===== config.mk =====
export PLATFORM = sky130hd
export DESIGN_NAME = fifo_sync
export DESIGN_NICKNAME = d
export VERILOG_FILES = /design/src/rtl/fifo_pkg.sv /design/src/rtl/fifo_mem.sv /design/src/rtl/fifo_sync.sv
export SDC_FILE = /design/constraint.sdc
export NUM_CORES = 1
export LEC_CHECK = 0
export CAP_MARGIN = 20
export CORE_UTILIZATION = 35
export DETAILED_ROUTE_END_ITERATION = 8
export HOLD_SLACK_MARGIN = 0.06
export MAX_ROUTING_LAYER = met4
export PLACE_DENSITY = 0.55
export SLEW_MARGIN = 20
export SYNTH_ARGS = -nofsm -noshare
export SYNTH_HDL_FRONTEND = slang
export SYNTH_HIERARCHICAL = 1
export SYNTH_SLANG_ARGS = --single-unit

===== constraint.sdc =====
create_clock -name clk -period 4 [get_ports clk]
set_input_delay 1.2 -clock clk [delete_from_list [all_inputs] [get_ports clk]]
set_output_delay 1.2 -clock clk [all_outputs]
set_load 0.01 [all_outputs]

===== src/rtl/fifo_pkg.sv =====
// Shared defaults for the synchronous FIFO (fifo_sync / fifo_mem).
// The FIFO_FWFT_EN macro selects first-word fall-through reads in both users of this package.
package fifo_pkg;

    localparam int DEFAULT_WIDTH   = 8;
    localparam int DEFAULT_ADDRESS = 4;
    localparam int DEFAULT_DEPTH   = 2 ** DEFAULT_ADDRESS;

    // Occupancy spans 0..DEPTH inclusive, so it needs one bit more than an address.
    function automatic int count_width(input int address);
        return address + 1;
    endfunction

    localparam int DEFAULT_COUNT_W = count_width(DEFAULT_ADDRESS);

endpackage


===== src/rtl/fifo_mem.sv =====
// Storage array for fifo_sync: one write port and one read port.
// Read port is combinational with FIFO_FWFT_EN defined, registered (reset to 0) otherwise.
module fifo_mem
    import fifo_pkg::*;
#(
    parameter int WIDTH   = DEFAULT_WIDTH,
    parameter int DEPTH   = DEFAULT_DEPTH,
    parameter int ADDRESS = DEFAULT_ADDRESS
) (
    input  logic               clk,
    input  logic               rst,
    input  logic               wr_en,
    input  logic [ADDRESS-1:0] wr_addr,
    input  logic [WIDTH-1:0]   wr_data,
    input  logic               rd_en,
    input  logic [ADDRESS-1:0] rd_addr,
    output logic [WIDTH-1:0]   rd_data
);

    // Contents are deliberately left out of reset.
    logic [WIDTH-1:0] mem_q [DEPTH];

    always_ff @(posedge clk) begin
        if (wr_en) begin
            mem_q[wr_addr] <= wr_data;
        end
    end

`ifdef FIFO_FWFT_EN
    logic unused_rd_ctrl;

    assign unused_rd_ctrl = rst ^ rd_en;
    assign rd_data        = mem_q[rd_addr];
`else
    logic [WIDTH-1:0] rd_data_q;
    logic [WIDTH-1:0] rd_data_d;

    always_comb begin
        rd_data_d = rd_data_q;
        if (rd_en) begin
            rd_data_d = mem_q[rd_addr];
        end
    end

    always_ff @(posedge clk) begin
        if (rst) begin
            rd_data_q <= '0;
        end else begin
            rd_data_q <= rd_data_d;
        end
    end

    assign rd_data = rd_data_q;
`endif

endmodule


===== src/rtl/fifo_sync.sv =====
// Single-clock FIFO with wrap-bit pointers, registered count and error pulses.
// Define FIFO_FWFT_EN for first-word fall-through; default is a registered one-cycle read.
module fifo_sync
    import fifo_pkg::*;
#(
    parameter int WIDTH    = DEFAULT_WIDTH,
    parameter int DEPTH    = DEFAULT_DEPTH,
    parameter int ADDRESS  = DEFAULT_ADDRESS,
    parameter int AF_LEVEL = DEPTH - 2,
    parameter int AE_LEVEL = 2
) (
    input  logic               clk,
    input  logic               rst,
    input  logic               wr_en,
    input  logic [WIDTH-1:0]   wr_data,
    input  logic               rd_en,
    output logic [WIDTH-1:0]   rd_data,
    output logic               rd_valid,
    output logic               full,
    output logic               empty,
    output logic               almost_full,
    output logic               almost_empty,
    output logic [ADDRESS:0]   count,
    output logic               wr_er,
    output logic               rd_er
);

    localparam int CNT_W = count_width(ADDRESS);
    localparam logic [CNT_W-1:0] AF_CNT = CNT_W'(AF_LEVEL);
    localparam logic [CNT_W-1:0] AE_CNT = CNT_W'(AE_LEVEL);
    localparam logic [CNT_W-1:0] ONE    = CNT_W'(1);

    logic [CNT_W-1:0] wr_ptr_q, wr_ptr_d;
    logic [CNT_W-1:0] rd_ptr_q, rd_ptr_d;
    logic [CNT_W-1:0] count_q,  count_d;
    logic             wr_er_q,  wr_er_d;
    logic             rd_er_q,  rd_er_d;
    logic             wr_acc;
    logic             rd_acc;

    // Request semantics: wr_en/rd_en are sampled at the rising edge; a request
    // is accepted iff the FIFO is not full/empty at that edge, otherwise it is
    // dropped and flagged on wr_er/rd_er for exactly the following cycle.
    assign full  = (wr_ptr_q[ADDRESS-1:0] == rd_ptr_q[ADDRESS-1:0]) &&
                   (wr_ptr_q[ADDRESS] != rd_ptr_q[ADDRESS]);
    assign empty = (wr_ptr_q == rd_ptr_q);

    assign wr_acc = wr_en && !full;
    assign rd_acc = rd_en && !empty;

    always_comb begin
        wr_ptr_d = wr_ptr_q;
        rd_ptr_d = rd_ptr_q;
        count_d  = count_q;
        wr_er_d  = wr_en && !wr_acc;
        rd_er_d  = rd_en && !rd_acc;
        if (wr_acc) begin
            wr_ptr_d = wr_ptr_q + ONE;
        end
        if (rd_acc) begin
            rd_ptr_d = rd_ptr_q + ONE;
        end
        case ({wr_acc, rd_acc})
            2'b10:   count_d = count_q + ONE;
            2'b01:   count_d = count_q - ONE;
            default: count_d = count_q;
        endcase
    end

    always_ff @(posedge clk) begin
        if (rst) begin
            wr_ptr_q <= '0;
            rd_ptr_q <= '0;
            count_q  <= '0;
            wr_er_q  <= 1'b0;
            rd_er_q  <= 1'b0;
        end else begin
            wr_ptr_q <= wr_ptr_d;
            rd_ptr_q <= rd_ptr_d;
            count_q  <= count_d;
            wr_er_q  <= wr_er_d;
            rd_er_q  <= rd_er_d;
        end
    end

    assign count        = count_q;
    assign wr_er        = wr_er_q;
    assign rd_er        = rd_er_q;
    assign almost_full  = (count_q >= AF_CNT);
    assign almost_empty = (count_q <= AE_CNT);

    // Reset must not let a same-cycle request touch storage or the read register.
    fifo_mem #(
        .WIDTH   (WIDTH),
        .DEPTH   (DEPTH),
        .ADDRESS (ADDRESS)
    ) u_mem (
        .clk     (clk),
        .rst     (rst),
        .wr_en   (wr_acc && !rst),
        .wr_addr (wr_ptr_q[ADDRESS-1:0]),
        .wr_data (wr_data),
        .rd_en   (rd_acc && !rst),
        .rd_addr (rd_ptr_q[ADDRESS-1:0]),
        .rd_data (rd_data)
    );

`ifdef FIFO_FWFT_EN
    assign rd_valid = !empty;
`else
    logic rd_valid_q;
    logic rd_valid_d;

    assign rd_valid_d = rd_acc;

    always_ff @(posedge clk) begin
        if (rst) begin
            rd_valid_q <= 1'b0;
        end else begin
            rd_valid_q <= rd_valid_d;
        end
    end

    assign rd_valid = rd_valid_q;
`endif

endmodule


==> flow_summary.json <==
{
  "outcome": "finished clean",
  "rows": 48,
  "place.gp.congestion": 0.809,
  "synth_seq_area_share_pct": 68.6,
  "netlist-cell-type-count": 42,
  "die-area_um2": 18700,
  "power_density_nw_per_um2": 511,
  "synth.cell_area_um2": 6360,
  "critPathMaxStageDelay_ps": 550,
  "gr-total-overflow": 0,
  "p_sw_uw": 863,
  "intPower_uw": 3020,
  "clkLatencyLatePin_ps": 420,
  "final_common_cell": "edfxtp_1",
  "routed_via_density": 4.97,
  "antenna_found_initial": 0,
  "startpoint_type": "flip-flop",
  "crit_start": "wr_ptr_q[1]",
  "r2r_start": "wr_ptr_q[1]",
  "fin_cells": 713,
  "vias": 3544,
  "period_share_pct": 83.6,
  "cts_inserted_buffers": 17,
  "syn-num-nets": 439,
  "initial_utilization_pct": 36.3,
  "cp_max_fo": 11,
  "core_um2": 17500,
  "cts_tree": "built",
  "grt_max_degree": 58,
  "htreeDepth": 4,
  "max_cap_viol_count": 0,
  "cts_setup_buffers": 0,
  "drtPass1Iterations": 4,
  "final_util_pct": 43.3,
  "clock_path_buffers": 2,
  "combPwrFrac_pct": 10.1,
  "seqPwrFrac_pct": 47.0,
  "clock-root-buffer": "clkbuf_16",
  "cp_slowest_cell": "clkdlybuf4s50_1",
  "r2r_end": "count[4]",
  "hpwl_um": 8210,
  "drive_gt1_share_pct": 13.7,
  "cts_sinks": 154,
  "reg2reg_slack_ps": 920,
  "fmax_ghz": 0.299,
  "clkPwrFrac_pct": 42.9,
  "fin_crit_ps": 3350,
  "postPlaceCellArea_um2": 6970,
  "portBuffers": 31,
  "cp-end-kind": "output port",
  "tns_ps": 0,
  "slew_headroom_pct": 33.3,
  "drc_errors": 0,
  "die_y_um": 137,
  "synth.avg_cell_area_um2": 15.2,
  "setup-violations-final": 0,
  "dpl.cell_count": 681,
  "drt-initial-drc-count": 262,
  "rsz0062_at_grt": "false",
  "ir_worst_vdd_mv": 0.313,
  "crit_arrival_ps": 2150,
  "drt-wirelength-per-cell_um": 17.7,
  "hold_class": "reg -> reg",
  "hold_buffers": 0,
  "grt_use_total_pct": 15.4,
  "clkTransAtPathRegs_ps": 60,
  "finalMaxSlewViolations": 0,
  "path_cells": "xnor2_1 > nand4_4 > nor2_1 > clkdlybuf4s50_1",
  "p_leak_uw": 0.00245,
  "syn_to_final_growth_pct": 19.3,
  "grt_pass1_vias": 3672,
  "synth-main-ff-cell": "edfxtp_1",
  "async_reset_ff_share_pct": 0,
  "crit_type": "reg -> out",
  "r2r_cells": 11,
  "ctsResizeCount": 0,
  "postRouteAntennaNets": 0,
  "die_w_um": 137,
  "wirelength_um": 12600,
  "layout.nets": 494,
  "p_sw_share_pct": 22.2,
  "grt_pass1_wl_um": 20200,
  "worst_pin_slew_ps": 1000,
  "syn-instance-count": 420,
  "finalHoldViolCount": 0,
  "cp-endpoint": "full",
  "yosysWarnings": 6,
  "fin_area_um2": 7590,
  "synth_edf_count": 128,
  "ios": 32,
  "insertedDiodeCount": 0,
  "worstPathRequired_ps": 2800,
  "fin_skew_ps": 11.7,
  "synth-seq-cells": 154,
  "mostFrequentLayoutCells": "edfxtp_1 (128), mux2i_1 (67), nor2_1 (35), clkdlybuf4s50_1 (31), nand3_1 (26)"
}
## power by group through the flow
stage	Combinational (µW)	Clock, µW	Sequential [µW]
3_5_place_dp	395	0	1860
2_1_floorplan	223	0	1860
4_1_cts	397	1690	1830
5_1_grt	434	1770	1830
3_3_place_gp	393	0	1860
6_report	394	1660	1820
## logic make-up after synthesis
kind of cell / after synthesis / synth area share [%]
mux: 68 / 10.7
compound gates: 48 / 5.41
simple gates: 105 / 8.43
flops: 154 / 68.6
xor+xnor: 16 / 2.67
fa+ha+maj: 7 / 1.49
buf+inv: 22 / 2.71
## routing by layer
layer | wire length (µm) | part of all wire, % | global-route usage, %
met1 | 5700 | 45 | 18.7
met2 | 6100 | 48 | 24.4
met3 | 658 | 5.2 | 4.78
met4 | 145 | 1.2 | 5.31
met5 | 0 | 0 | -
## worst min path at each step
| stage | endpoint | slack [ps] | start | cells past startpoint |
|---|---|---|---|---|
| after floorplan | u_mem/rd_data[0] | 480 | u_mem/rd_data[0] | 2 |
| after global routing | u_mem/rd_data[4] | 480 | u_mem/rd_data[4] | 2 |
| after global placement | u_mem/rd_data[7] | 440 | u_mem/rd_data[7] | 2 |
| after detailed placement | u_mem/rd_data[5] | 450 | u_mem/rd_data[5] | 2 |
| final | u_mem/rd_data[4] | 460 | u_mem/rd_data[4] | 2 |
| after CTS | u_mem/rd_data[5] | 460 | u_mem/rd_data[5] | 2 |
## cells in the mapped netlist (all sizes together) (2+ instances only)
master,n,area [µm²]
edfxtp,128,3840
mux2i,67,671
nor2,35,131
dfxtp,26,521
nand3,26,130
a22oi,24,180
nand2,17,63.8
a21oi,15,75.1
buf,15,146
xnor2,9,101
xor2,7,68.8
ha,6,75.1
inv,5,18.8
nor2b,5,38.8
nor3,5,25.0
nand4,4,40.0
nand3b,3,22.5
o211ai,3,22.5
o21ai,3,41.3
clkbuf,2,7.51
nand2b,2,12.5
nor4b,2,17.5
or3b,2,17.5
## per-stage QoR
step	hold slack, ps	setup slack (ps)	total power [µW]
floorplan	482	722	2080
global placement	444	311	2250
detailed placement	451	273	2250
CTS	464	606	3920
global route	477	433	4040
finish	458	654	3880
## registers in the layout (all words and copies together) (netlist names)
| signal | count |
|---|---|
| u_mem/rd_data | 8 |
| u_mem/mem_q | 128 |
| rd_er | 1 |
| wr_ptr_q | 5 |
| rd_valid | 1 |
| wr_er | 1 |
| count | 5 |
| rd_ptr_q | 5 |
## area by class of cell
cell class              instances  area (µm²)
flip-flops and latches        154        4370
clock buffers                  21         450
repair buffers                 53         475
multi-input cells             244        1830
fillers                      1594        9940
clock inverters                11         171
inverters                       5        18.8
well taps                     225         282
## worst max-delay path: cells and delay by family (launching register included)
kind                      cells  cell delay [ps]
buffers and inverters         1              550
and+or+nand+nor               2              390
xor gates and xnor gates      1              250
DFF                           1              540
No activity file was read; power rests on OpenSTA's default activity.
